<file path="src/rtl/contador_ctrl_pkg.sv">
// Shared encodings and helpers for the up/down counter controller.
package contador_ctrl_pkg;

    localparam int unsigned DEF_WIDTH = 4;

    typedef enum logic [1:0] {
        IDLE   = 2'd0,
        HOLD   = 2'd1,
        REPEAT = 2'd2
    } state_t;

    typedef enum logic {
        GRANT_DOWN = 1'b0,
        GRANT_UP   = 1'b1
    } grant_t;

    // Timer must hold the larger of the two reload values.
    function automatic int unsigned timer_width(input int unsigned a, input int unsigned b);
        return $clog2((a > b) ? a : b) + 1;
    endfunction

endpackage

</file>
<file path="src/rtl/contador_ctrl_timer.sv">
// Loadable down-counter; expire flags the last cycle of an interval.
module contador_ctrl_timer #(
    parameter int unsigned W = 4
) (
    input  logic         clk,
    input  logic         reset,
    input  logic         load,
    input  logic [W-1:0] load_val,
    input  logic         en,
    output logic         expire
);

    logic [W-1:0] value;

    always_ff @(posedge clk or negedge reset) begin
        if (!reset) begin
            value <= '0;
        end else if (load) begin
            value <= load_val;
        end else if (en && (value != '0)) begin
            value <= value - W'(1);
        end
    end

    assign expire = (value == W'(1));

endmodule

</file>
<file path="src/rtl/contador_ctrl.sv">
// Arbitrates up/down requests into single-cycle counter commands with auto-repeat.
// Define CONTADOR_CTRL_WRAP_EN to let pulses pass at the count limits.
module contador_ctrl
    import contador_ctrl_pkg::*;
#(
    parameter int unsigned WIDTH         = DEF_WIDTH,
    parameter int unsigned MAX_VAL       = 15,
    parameter int unsigned MIN_VAL       = 0,
    parameter int unsigned HOLD_CYCLES   = 8,
    parameter int unsigned REPEAT_CYCLES = 4
) (
    input  logic             clk,
    input  logic             reset,
    input  logic             req_up,
    input  logic             req_down,
    input  logic [WIDTH-1:0] count,
    output logic             up,
    output logic             down,
    output logic             busy,
    output logic             at_max,
    output logic             at_min
);

    localparam int unsigned TW = timer_width(HOLD_CYCLES, REPEAT_CYCLES);

    state_t         state, state_next;
    grant_t         grant, grant_next;
    grant_t         last_grant, last_next;
    grant_t         pick;
    logic           up_next, down_next, busy_next;
    logic           issue, held;
    logic           tmr_load, tmr_en, expire;
    logic [TW-1:0]  tmr_val;
    logic           allow_up, allow_down;

    assign at_max = (count == WIDTH'(MAX_VAL));
    assign at_min = (count == WIDTH'(MIN_VAL));

`ifdef CONTADOR_CTRL_WRAP_EN
    assign allow_up   = 1'b1;
    assign allow_down = 1'b1;
`else
    assign allow_up   = !at_max;
    assign allow_down = !at_min;
`endif

    contador_ctrl_timer #(
        .W(TW)
    ) u_timer (
        .clk     (clk),
        .reset   (reset),
        .load    (tmr_load),
        .load_val(tmr_val),
        .en      (tmr_en),
        .expire  (expire)
    );

    always_ff @(posedge clk or negedge reset) begin
        if (!reset) begin
            state      <= IDLE;
            grant      <= GRANT_DOWN;
            last_grant <= GRANT_DOWN;
            up         <= 1'b0;
            down       <= 1'b0;
            busy       <= 1'b0;
        end else begin
            state      <= state_next;
            grant      <= grant_next;
            last_grant <= last_next;
            up         <= up_next;
            down       <= down_next;
            busy       <= busy_next;
        end
    end

    // Ties alternate starting from up; the timer advances even when a pulse is suppressed.
    always_comb begin
        state_next = state;
        grant_next = grant;
        last_next  = last_grant;
        issue      = 1'b0;
        tmr_load   = 1'b0;
        tmr_en     = 1'b0;
        tmr_val    = TW'(HOLD_CYCLES);
        held       = (grant == GRANT_UP) ? req_up : req_down;

        if (req_up && req_down) begin
            pick = (last_grant == GRANT_UP) ? GRANT_DOWN : GRANT_UP;
        end else begin
            pick = req_up ? GRANT_UP : GRANT_DOWN;
        end

        case (state)
            IDLE: begin
                if (req_up || req_down) begin
                    grant_next = pick;
                    if (req_up && req_down) begin
                        last_next = pick;
                    end
                    state_next = HOLD;
                    tmr_load   = 1'b1;
                    tmr_val    = TW'(HOLD_CYCLES);
                    issue      = 1'b1;
                end
            end
            HOLD, REPEAT: begin
                if (!held) begin
                    state_next = IDLE;
                end else begin
                    tmr_en = 1'b1;
                    if (expire) begin
                        issue      = 1'b1;
                        tmr_load   = 1'b1;
                        tmr_val    = TW'(REPEAT_CYCLES);
                        state_next = REPEAT;
                    end
                end
            end
            default: begin
                state_next = IDLE;
            end
        endcase

        up_next   = issue && (grant_next == GRANT_UP) && allow_up;
        down_next = issue && (grant_next == GRANT_DOWN) && allow_down;
        busy_next = (state_next != IDLE);
    end

endmodule

</file>
<file path="config.mk">
export PLATFORM = sky130hd
export DESIGN_NAME = contador_ctrl
export DESIGN_NICKNAME = d
export VERILOG_FILES = /design/src/rtl/contador_ctrl_pkg.sv /design/src/rtl/contador_ctrl_timer.sv /design/src/rtl/contador_ctrl.sv
export SDC_FILE = /design/constraint.sdc
export NUM_CORES = 1
export LEC_CHECK = 0
export CAP_MARGIN = 10
export CORE_MARGIN = 2
export CORE_UTILIZATION = 47
export CTS_CLUSTER_SIZE = 14
export DETAILED_ROUTE_END_ITERATION = 8
export HOLD_SLACK_MARGIN = 0.03
export PLACE_DENSITY_LB_ADDON = 0.1
export SYNTH_ARGS = -nofsm -noshare
export SYNTH_HDL_FRONTEND = slang
export SYNTH_SLANG_ARGS = --single-unit
</file>
<file path="constraint.sdc">
create_clock -name clk -period 5.5 [get_ports clk]
set_input_delay 1.1 -clock clk [delete_from_list [all_inputs] [get_ports clk]]
set_output_delay 1.1 -clock clk [all_outputs]
set_load 0.03 [all_outputs]
</file>
==> results_dict.tcl <==
set metrics [dict create \
    finalWirelength_um 1040 \
    maxSlewViolCount 0 \
    routedWlPerCell_um 11.6 \
    cts_tree "built" \
    area_delta_synth_final_pct 26.8 \
    most-common-layout-cells "sky130_fd_sc_hd__clkdlybuf4s50_1 (12), sky130_fd_sc_hd__dfrtp_1 (11), sky130_fd_sc_hd__inv_1 (5), sky130_fd_sc_hd__ha_1 (5), sky130_fd_sc_hd__nor2_1 (4)" \
    setup_repair_after_global_routing_missed_its_margin "false" \
    postSynthAreaPerCell_sq_um 10.6 \
    finalSetupTns_ps 0 \
    post_cts_resize_count 0 \
    clock-skew-final_ps 2.48 \
    setup_viol 0 \
    postSynth.topFlopCell "sky130_fd_sc_hd__dfrtp_1" \
    design.core.area_sq_um 1270 \
    cp-startpoint "count[1]" \
    yosys.area.top_type_share 0.447 \
    final_common_cell "sky130_fd_sc_hd__clkdlybuf4s50_1" \
    grt_first_pass_wirelength_um 1770 \
    drive_gt1_frac 0.149 \
    synth_top_cell_by_area "sky130_fd_sc_hd__dfrtp_1" \
    insertedDiodeCount 0 \
    worst_slew_pin_slew_ps 485 \
    worst-endpoint-required_ps 4400 \
    first_global_vias 418 \
    final_nets 88 \
    floorplan.die_area_sq_um 1620 \
    total_leakage_power_uw 0.000342 \
    netlist_top_cells_area "sky130_fd_sc_hd__dfrtp_1 (45%), sky130_fd_sc_hd__ha_1 (10%), sky130_fd_sc_hd__inv_1 (3.0%)" \
    ff2ff_setup_slack_ps 3630 \
    timing.fmax_mhz 264 \
    crit-reg2reg-launch "u_timer.value[1]" \
    postSynthRegisterBits 11 \
    hpwl_after_detailed_placement_um 820 \
    drv_cap 0 \
    buffer_ports.inserted 12 \
    starting_density_of_the_core 0.485 \
    whs_ps 473 \
    worst-setup-path-type "input pin to output port" \
    antenna_found_initial 0 \
    cts.reportedPaths.clkPinSlew_ps 70 \
    number_of_distinct_library_cells_after_synthesis 30 \
    grt_max_degree 12 \
    dr.first_iter.drc_count 3 \
    synth-seq-area-share 0.447 \
    synth-edff-count 0 \
    instance_count_of_the_mapped_netlist 58 \
    r2r.worst_path.cells 6 \
    timing.final.crit_share 0.690 \
    total_via_count_in_the_routed_design 448 \
    pwrdens_nw_per_um2 487 \
    remaining_drcs 0 \
    postSynth.asyncResetShare 1.00 \
    drt_pre_antenna_iters 2 \
    clk-insertion-delay-late_ps 260 \
    die_h_um 40.2 \
    grt_overflow_total 0 \
    gpl.final_weighted_congestion 0.676 \
    min_period_ps 3790 \
    groute.usage.overall 0.161 \
    cts_hold_fix_bufs 0 \
    post-cts-setup-buffer-count 0 \
    ant_nets 0 \
    die-width_um 40.2 \
    r2r_end "up" \
    setup.worst_path.start_class "input pin" \
    top_ports 13 \
    placementRows 13 \
    max-vdd-ir-drop_mv 0.271 \
    mappedNetlistArea_sq_um 616 \
    critical_path.endpoint "at_min" \
    route.detailed.vias_per_inst 5.03 \
    run_status "finished clean" \
    cts_sinks 11 \
    timing.hold.worst.class "flop to flop" \
    critical_path_peak_fanout 2 \
    timing.critical_path.to_type "output port" \
    synth_nets 71 \
    num-fill-cells 113 \
    tritoncts.num_buffers 3 \
    synthesis.yosys.warnings 0 \
    finalHoldViolCount 0 \
    ctsHtreeMaxLevel 1 \
    longest_clk_path_bufs 2 \
    cp_data_arrival_time_ps 2690 \
    root_buffer "sky130_fd_sc_hd__clkbuf_4" \
    timing.max_slew.rel_slack 0.676 \
]
[synth_stat cells (2+ instances only)]
| cell | instances |
|---|---|
| sky130_fd_sc_hd__nand3_1 | 3 |
| sky130_fd_sc_hd__inv_1 | 5 |
| sky130_fd_sc_hd__o21ai_0 | 2 |
| sky130_fd_sc_hd__nand2_1 | 3 |
| sky130_fd_sc_hd__nor2_1 | 4 |
| sky130_fd_sc_hd__ha_1 | 5 |
| sky130_fd_sc_hd__dfrtp_1 | 11 |
| sky130_fd_sc_hd__or2_2 | 2 |
| sky130_fd_sc_hd__xnor2_1 | 2 |
[cell families (layout without fill, tap and decap cells)]
family	after synthesis	in the layout	synth area share
and+or+nand+nor	22	22	0.215
DFF	11	11	0.447
AOI/OAI and AO/OA	10	10	0.128
adders and majority gates	5	5	0.102
buffers and inverters	5	21	0.0305
xor gates and xnor gates	3	3	0.0427
muxes	2	2	0.0346
[registers in the layout (all words and copies together) (netlist names)]
register,flops
up,1
grant,1
busy,1
u_timer.value,4
down,1
last_grant,1
state,2
[through the flow]
step                 util  area, sq um  setup WS (ps)  instances  power, uW
floorplan               -          616           2170         58        277
global placement    0.595          754           1740         85        329
detailed placement  0.595          754           1710         85        329
CTS                 0.615          781           1710         89        384
global route        0.615          781           1590         89        416
finish              0.615          781           1710         89        380
[metal layers]
| metal | up-vias | routed length (um) | track usage |
|---|---|---|---|
| met5 | - | 0 | 0 |
| met4 | 0 | 0 | 0.0250 |
| met3 | 0 | 34 | 0.0333 |
| met2 | 8 | 459 | 0.246 |
| met1 | 199 | 543 | 0.236 |
| li1 | 241 | - | - |
[where the power goes]
group | switching (uW) | internal, uW
registers | 21.2 | 117
clock network | 25.0 | 27.9
logic | 101 | 88.7
total | 147 | 233
[critical path, stage by stage]
cell and delay, ps:
sky130_fd_sc_hd__clkdlybuf4s50_1 420, sky130_fd_sc_hd__nor4_1 420, sky130_fd_sc_hd__clkdlybuf4s50_1 760
[worst min-delay path by stage]
stage               slack, ps    endpoint       start  depth (start not counted)
floorplan                 450  last_grant  last_grant                          1
global placement          460  last_grant  last_grant                          1
detailed placement        460  last_grant  last_grant                          1
CTS                       480  last_grant  last_grant                          1
global route              530  last_grant  last_grant                          1
finish                    470  last_grant  last_grant                          1
[cell type report]
| cell class | count | area [sq um] | share of cell area |
|---|---|---|---|
| Multi-Input combinational cell | 42 | 322 | 0.412 |
| Sequential cell | 11 | 275 | 0.353 |
| Timing Repair Buffer | 12 | 120 | 0.154 |
| Clock buffer | 4 | 26.3 | 0.0337 |
| Inverter | 5 | 18.8 | 0.0240 |
| Tap cell | 15 | 18.8 | 0.0240 |
Note: power is estimated with default switching activity, not from simulation.
